File: src/rtl/hs_pkg.sv
// hs_pkg: shared types and sizing helpers for the handshake queue
package hs_pkg;
   typedef enum logic {HS_IDLE, HS_WAIT_READY} hs_state_t;
   function automatic int cnt_w(input int depth);
      return $clog2(depth) + 1;
   endfunction
endpackage

File: src/rtl/handshake_queue_if.sv
// handshake_queue_if: request and outgoing valid/ready channels plus queue status
interface handshake_queue_if #(parameter int DATA_W = 32, parameter int DEPTH = 4);
   import hs_pkg::*;
   logic                      flush;
   logic                      req_valid;
   logic [DATA_W-1:0]         req_data;
   logic                      req_ready;
   logic                      out_valid;
   logic [DATA_W-1:0]         out_data;
   logic                      out_ready;
   logic [cnt_w(DEPTH)-1:0]   count;
   logic                      err_clr;
   logic                      timeout_err;
   modport master (
      input  flush, req_valid, req_data, out_ready, err_clr,
      output req_ready, out_valid, out_data, count, timeout_err
   );
   modport slave (
      output flush, req_valid, req_data, out_ready, err_clr,
      input  req_ready, out_valid, out_data, count, timeout_err
   );
endinterface

File: src/rtl/handshake_watchdog.sv
// handshake_watchdog: counts consecutive stall cycles and raises a sticky error at TIMEOUT
module handshake_watchdog #(parameter int TIMEOUT = 0) (
   input  logic clk,
   input  logic reset,
   input  logic stall,
   input  logic clr,
   input  logic err_clr,
   output logic timeout_err
);
   if (TIMEOUT == 0) begin : g_off
      logic unused_in;
      assign unused_in = &{1'b0, clk, reset, stall, clr, err_clr};
      assign timeout_err = 1'b0;
   end else begin : g_on
      localparam int SW = $clog2(TIMEOUT + 1);
      logic [SW-1:0] stall_cnt_q, stall_cnt_d;
      logic          err_q, err_d, hit;
      always_comb begin
         stall_cnt_d = (clr || !stall) ? '0 :
                       (stall_cnt_q == SW'(TIMEOUT)) ? stall_cnt_q : stall_cnt_q + SW'(1);
         hit = (stall_cnt_d == SW'(TIMEOUT)) && (stall_cnt_q != SW'(TIMEOUT));
         err_d = hit || (err_q && !err_clr);
      end
      always_ff @(posedge clk) begin
         if (reset) begin
            stall_cnt_q <= '0;
            err_q       <= 1'b0;
         end else begin
            stall_cnt_q <= stall_cnt_d;
            err_q       <= err_d;
         end
      end
      assign timeout_err = err_q;
   end
endmodule

File: src/rtl/handshake_queue.sv
// handshake_queue: DEPTH-entry FIFO presenting requests in order on a valid/ready channel
module handshake_queue
   import hs_pkg::*;
#(
   parameter int DATA_W  = 32,
   parameter int DEPTH   = 4,
   parameter int TIMEOUT = 0
) (
   input logic                clk,
   input logic                reset,
   handshake_queue_if.master  bus
);
   localparam int PW = $clog2(DEPTH);
   localparam int CW = cnt_w(DEPTH);
   logic [DATA_W-1:0] mem_q [DEPTH];
   logic [DATA_W-1:0] mem_d [DEPTH];
   logic [PW-1:0]     wr_q, wr_d, rd_q, rd_d;
   logic [CW-1:0]     count_q, count_d;
   hs_state_t         state_q, state_d;
   logic              push, pop, wd_err;
   assign push = bus.req_valid && bus.req_ready;
   assign pop  = bus.out_valid && bus.out_ready;
   always_comb begin
      mem_d = mem_q;
      if (push && !bus.flush) mem_d[wr_q] = bus.req_data;
      wr_d    = bus.flush ? '0 : wr_q + PW'(push);
      rd_d    = bus.flush ? '0 : rd_q + PW'(pop);
      count_d = bus.flush ? '0 : count_q + CW'(push) - CW'(pop);
      state_d = (count_d != '0) ? HS_WAIT_READY : HS_IDLE;
   end
   always_ff @(posedge clk) begin
      if (reset) begin
         wr_q    <= '0;
         rd_q    <= '0;
         count_q <= '0;
         state_q <= HS_IDLE;
      end else begin
         wr_q    <= wr_d;
         rd_q    <= rd_d;
         count_q <= count_d;
         state_q <= state_d;
      end
   end
   // storage needs no reset: out_data is gated while the queue is empty
   always_ff @(posedge clk) mem_q <= mem_d;
   assign bus.req_ready   = (count_q != CW'(DEPTH));
   assign bus.out_valid   = (state_q == HS_WAIT_READY);
   assign bus.out_data    = bus.out_valid ? mem_q[rd_q] : '0;
   assign bus.count       = count_q;
   assign bus.timeout_err = wd_err;
   handshake_watchdog #(.TIMEOUT(TIMEOUT)) u_wd (
      .clk         (clk),
      .reset       (reset),
      .stall       (bus.out_valid && !bus.out_ready),
      .clr         (bus.flush),
      .err_clr     (bus.err_clr),
      .timeout_err (wd_err)
   );
endmodule

File: src/flat_wrapper.sv
// flat-port wrapper written by rule: the top's interface ports become plain ports
module handshake_queue_flat import hs_pkg::*;
#(
   parameter int DATA_W  = 32,
   parameter int DEPTH   = 4,
   parameter int TIMEOUT = 0
)
  (clk, reset, bus_flush, bus_req_valid, bus_req_data, bus_out_ready, bus_err_clr, bus_req_ready, bus_out_valid, bus_out_data, bus_count, bus_timeout_err);
  handshake_queue_if #(.DATA_W(DATA_W), .DEPTH(DEPTH)) bus_i ();
  input logic clk;
  input logic reset;
  input wire logic [$bits(bus_i.flush)-1:0] bus_flush;
  input wire logic [$bits(bus_i.req_valid)-1:0] bus_req_valid;
  input wire logic [$bits(bus_i.req_data)-1:0] bus_req_data;
  input wire logic [$bits(bus_i.out_ready)-1:0] bus_out_ready;
  input wire logic [$bits(bus_i.err_clr)-1:0] bus_err_clr;
  output wire logic [$bits(bus_i.req_ready)-1:0] bus_req_ready;
  output wire logic [$bits(bus_i.out_valid)-1:0] bus_out_valid;
  output wire logic [$bits(bus_i.out_data)-1:0] bus_out_data;
  output wire logic [$bits(bus_i.count)-1:0] bus_count;
  output wire logic [$bits(bus_i.timeout_err)-1:0] bus_timeout_err;
  assign bus_i.flush = bus_flush;
  assign bus_i.req_valid = bus_req_valid;
  assign bus_i.req_data = bus_req_data;
  assign bus_i.out_ready = bus_out_ready;
  assign bus_i.err_clr = bus_err_clr;
  assign bus_req_ready = bus_i.req_ready;
  assign bus_out_valid = bus_i.out_valid;
  assign bus_out_data = bus_i.out_data;
  assign bus_count = bus_i.count;
  assign bus_timeout_err = bus_i.timeout_err;
  handshake_queue #(.DATA_W(DATA_W), .DEPTH(DEPTH), .TIMEOUT(TIMEOUT)) u_core (.clk(clk), .reset(reset), .bus(bus_i));
endmodule
File: config.mk
export PLATFORM = sky130hd
export DESIGN_NAME = handshake_queue_flat
export DESIGN_NICKNAME = d
export VERILOG_FILES = /design/src/rtl/hs_pkg.sv /design/src/rtl/handshake_queue_if.sv /design/src/rtl/handshake_watchdog.sv /design/src/rtl/handshake_queue.sv /design/src/flat_wrapper.sv
export SDC_FILE = /design/constraint.sdc
export NUM_CORES = 1
export LEC_CHECK = 0
export ABC_CLOCK_PERIOD_IN_PS = 7000
export CAP_MARGIN = 0
export CORE_AREA = 3 3 127 129
export CTS_CLUSTER_SIZE = 12
export DETAILED_ROUTE_END_ITERATION = 8
export DIE_AREA = 0 0 130 132
export REMOVE_ABC_BUFFERS = 1
export SYNTH_ARGS = -nofsm -noshare
export SYNTH_HDL_FRONTEND = slang
export SYNTH_SLANG_ARGS = --single-unit
File: constraint.sdc
create_clock -name clk -period 7 [get_ports clk]
set_input_delay 1.4 -clock clk [delete_from_list [all_inputs] [get_ports clk]]
set_output_delay 1.4 -clock clk [all_outputs]
set_load 0.02 [all_outputs]
Word-level counts from Yosys, hierarchy flattened
Index checks and enable logic that the tools add are counted.
- $add $sub $neg: 4
- order comparisons: 3
- equal/unequal tests: 1
- mux-type cells: 9
- bitwise gates (word level): 2
- reduce and logical (&&, ||, !) cells: 7
- operators with widths (cell ; number):
    $bwmux W128 ; 1
    $mux W32 ; 4
    $bmux W32 S2 ; 1
    $demux W32 S2 ; 1
    $ge A3 B3 Y1 const B ; 2
    $not A2 Y3 ; 2
    $add A2 B1 Y2 ; 2
    $logic_and A1 B1 Y1 ; 4
    $add A3 B1 Y3 ; 1
    $lt A3 B1 Y1 const B ; 1
    $mux W3 ; 1
    $ne A3 B3 Y1 const B ; 1
    $reduce_bool A3 Y1 ; 1
    $sub A3 B1 Y3 ; 1
    $reduce_or A2 Y1 ; 1
    $logic_not A1 Y1 ; 1
    $mux W1 ; 1
- register bits after elaboration: 136
- input bits: 38
- output and inout bits: 38
- logic and storage cells: 34

Longest topological paths before layout
- word-level depth: 7
- mapped depth: 9
- mapped depth without buffers: 9

By module
A second synthesis with hierarchy kept.
- cell total of the unflattened synthesis: 246
- area, all modules: 5293.8 µm²
- modules (own cells, without submodules) (module ; instances ; cells each ; area each (µm²) ; seq. area each (µm²)):
    handshake_queue ; 1 ; 244 ; 5282.6 ; 4003.8
    handshake_watchdog ; 1 ; 2 ; 11.3 ; 0.0

Least setup slack after synthesis
No wires, ideal clock.
- path type: in2reg
- start point: input bus_flush
- end point: register u_core.mem_q[64] (netlist name) (enable)
- library setup time: 513 ps
- arrival time: 4947 ps
- required time: 6487 ps
- path slack: 1540 ps
- stages on the path: 2
- buffers on the path: 0
- cell sequence: nand2b_1 -> nor4b_1
- cells in the longest elaborated chain, start to end: 2
- RTL lines (item ; line ; source):
    from (decl) ; flat_wrapper.sv:12 ; input wire logic [$bits(bus_i.flush)-1:0] bus_flush;
    $logic_not A1 Y1 ; handshake_queue.sv:25 ; if (push && !bus.flush) mem_d[wr_q] = bus.req_data;
    $logic_and A1 B1 Y1 ; handshake_queue.sv:25 ;
    to (signal assigned) ; handshake_queue.sv:45 ; always_ff @(posedge clk) mem_q <= mem_d;
    to (decl) ; handshake_queue.sv:15 ; logic [DATA_W-1:0] mem_q [DEPTH];
Every way passes these cells.
A chain may end at the register's enable or synchronous reset.

Worst setup path in the final report
- start point: register u_core.rd_q[0]
- end point: output bus_out_data[0]
- cells in the longest elaborated chain, start to end: 5
- RTL lines (item ; line ; source):
    from (decl) ; handshake_queue.sv:17 ; logic [PW-1:0] wr_q, wr_d, rd_q, rd_d;
    from (signal assigned) ; handshake_queue.sv:39 ; rd_q <= rd_d;
    $not A2 Y3 (not written as such) ; handshake_queue.sv:48 ; assign bus.out_data = bus.out_valid ? mem_q[rd_q] : '0;
    $bmux W32 S2 ; handshake_queue.sv:48 ;
    $mux W32 (not written as such) (2 in series) ; handshake_queue.sv:48 ;
    $mux W32 ; handshake_queue.sv:48 ;
    to (decl) ; flat_wrapper.sv:19 ; output wire logic [$bits(bus_i.out_data)-1:0] bus_out_data;
Every way passes these cells. The select of a mux whose other input is x is not followed.

==> impl_metrics.py <==
metrics = {
    "sta": {
        "fin_crit_ns": 4.066,
        "tns_ns": 0,
        "hold_viol_final": 0,
        "slew_viol_final": 0,
        "worstMarginPinSlew_ns": 0.9426,
        "fmax_ghz": 0.2460,
        "clock_skew_ns": 0.01340,
        "slew_headroom_pct": 37.16,
        "setup_viol": 0,
        "rsz0062_at_grt": "no",
        "fin_crit_sh_pct": 58.08,
    },
    "power_and_ir_drop": {
        "p_leak_nw": 2.152,
        "finalPower_w": 0.001796,
        "ir_worst_vdd_uv": 140.0,
        "p_per_area_mw_per_mm2": 266.4,
    },
    "yosys": {
        "yosysTopAreaCell": "edfxtp_1",
        "ys_seq_area_share_pct": 75.88,
        "ys_top_cells_by_area": "edfxtp_1 73%, mux4_2 12%, and2_1 3.8%",
        "yosys_warnings": 0,
        "yosys_register_bits": 136,
        "synth.avg_cell_area_sq_um": 21.36,
        "synthCells": 247,
        "syn_area_sq_mm": 0.005276,
        "yosysUniqueCellTypes": 27,
        "synth_top_area_share_pct": 72.85,
    },
    "job": {
        "maxCapViolCount": 0,
    },
    "place": {
        "port_buffers": 73,
        "dp_cells": 505,
        "dp_hpwl_mm": 5.731,
        "place_congestion": 0.6737,
        "placed_cell_area_sq_mm": 0.006241,
    },
    "clock_tree": {
        "clk_latency_ns": 0.41,
        "cts_tree": "built",
        "clkSinkCount": 136,
        "post_cts_buffers": 0,
        "cts.htree.levels": 4,
        "postCtsResizedCells": 0,
        "clock_path_buffers": 2,
        "cts_made_buffers": 17,
        "cts.clk_slew.worst_paths_ns": 0.06,
        "root_buffer": "clkbuf_16",
        "holdBufCountCts": 0,
    },
    "die": {
        "die_area_sq_mm": 0.01716,
        "ios": 76,
        "start_util_pct": 34.84,
        "coreArea_sq_mm": 0.01515,
        "dieWidth_microns": 130,
        "num_rows": 45,
        "die_y_microns": 132,
    },
    "critical_path": {
        "cp_data_arrival_time_ns": 2.67,
        "critPathLaunchType": "register",
        "r2r-start": "u_core.bus.out_valid",
        "cp-endpoint": "bus_out_data[0]",
        "reg2reg_slack_ns": 4.58,
        "cp-startpoint": "u_core.rd_q[0]",
        "worstSetupPathType": "register to output port",
        "cp_max_fo": 34,
        "crit_required_ns": 5.60,
        "r2r_cells": 9,
        "r2r_end": "u_core.bus.out_valid",
        "endpoint_kind": "output port",
    },
    "grt": {
        "met2_usage_pct": 18.97,
        "grt.total_usage_pct": 12.15,
        "grt_max_degree": 35,
        "overflow": 0,
        "grtUsageMet3_pct": 4.903,
        "grt_pass1_vias": 2801,
        "grt_pass1_wl_mm": 15.15,
        "antenna_found_initial": 0,
        "top_usage_layer": "met2",
        "use_met1_pct": 15.49,
    },
    "route": {
        "dr_total_vias": 2558,
        "drt_iter0_drc": 127,
        "wl_per_cell_microns": 17.69,
        "routed_wl_mm": 9.498,
        "drc_errors": 0,
        "first_pass_iters": 4,
        "ant_nets": 0,
        "viasPerCell": 4.764,
    },
    "worst_hold_path": {
        "hp-class": "register to register",
        "worst_hold_path.num_cells": 2,
        "hp-start": "u_core.wr_q[1]",
    },
    "final_layout": {
        "stdcell_area_sq_mm": 0.006739,
        "n_antenna_cell": 0,
        "n_fill_cell": 1340,
        "fin_nets": 377,
        "seqCellArea_sq_mm": 0.004006,
        "multi_input_area_sq_mm": 0.001179,
        "finalNonFillerCells": 537,
        "layout-drive-gt1-share_pct": 19.48,
        "area_growth_pct": 27.72,
    },
    "status": {
        "status": "complete, no violations",
    },
}
-- where the power goes --
part	switching, W	internal [W]
sequential	0.00000747	0.000909
combinational	0.0000695	0.0000737
clock	0.000294	0.000441
-- placed cells by master (no fill, tap or decap), types with 2 or more instances in the layout --
master,netlist,final
and2_1,32,32
buf_4,1,10
clkbuf_1,5,3
clkbuf_16,0,17
clkdlybuf4s50_1,0,73
clkinv_1,0,6
clkinv_2,0,3
clkinvlp_4,0,2
dfxtp_1,8,6
dfxtp_2,0,2
edfxtp_1,128,128
ha_1,2,2
inv_1,4,4
mux4_1,4,4
mux4_2,28,28
nor2_1,9,9
nor4b_2,0,2
xnor2_1,3,3
xor2_1,3,3
-- final cells by class --
type | instances | share of cell area, %
flip-flops and latches | 136 | 59.45
multi-input cells | 94 | 17.49
clock buffers | 20 | 6.480
clock inverters | 12 | 0.9098
inverters | 4 | 0.2228
repair buffers | 83 | 11.96
well taps | 188 | 3.491
-- layer usage --
layer,part of all wire [%],vias up
met5,0,-
met1,44,1315
met4,1.0,0
met2,50,66
li1,-,1167
met3,5.2,10
-- through the flow --
stage,setup WS [ns],hold WS [ns],utilization (%)
global route,2.755,0.6854,44.49
global placement,3.306,0.5789,41.21
finish,2.934,0.6101,44.49
CTS,2.823,0.6170,44.49
detailed placement,3.279,0.5948,41.21
floorplan,1.540,0.5324,-
-- critical path, cell delays in order, from the launching register on --
cell and delay (ns):
dfxtp_2 0.31, buf_4 0.55, mux4_1 0.65, and2_1 0.19
clkdlybuf4s50_1 0.54
-- cell usage after synthesis --
library cell	number
or2_2	1
nor2b_1	1
conb_1	1
nor4_1	1
nand2b_1	1
dfxtp_1	8
and2_1	32
nand3_1	1
buf_2	3
mux4_2	28
nor4bb_1	1
clkbuf_1	5
mux4_1	4
nor2_1	9
nand2_1	1
edfxtp_1	128
buf_4	1
buf_6	1
fa_1	1
ha_1	2
nor4b_1	2
and2_0	1
a31oi_1	1
xnor2_1	3
buf_12	3
xor2_1	3
inv_1	4
-- logic make-up after synthesis --
group,share of synthesized area (%)
fa+ha+maj,0.8536
other cells,0.07107
simple gates,5.715
compound gates,0.1186
mux,13.94
flops,75.88
xor+xnor,0.9962
buf+inv,2.419
-- worst min path at each step --
stage | to | slack [ns]
2_1_floorplan | u_core.wr_q[1] | 0.53
3_3_place_gp | u_core.wr_q[1] | 0.58
3_5_place_dp | u_core.wr_q[1] | 0.59
4_1_cts | u_core.wr_q[1] | 0.62
5_1_grt | u_core.wr_q[1] | 0.69
6_report | u_core.wr_q[1] | 0.61
-- registers in the layout, indices dropped and copies added, names as in the netlist --
name	count
u_core.bus.count	3
u_core.bus.out_valid	1
u_core.mem_q	128
u_core.rd_q	2
u_core.wr_q	2
Note: power is estimated with default switching activity, not from simulation.
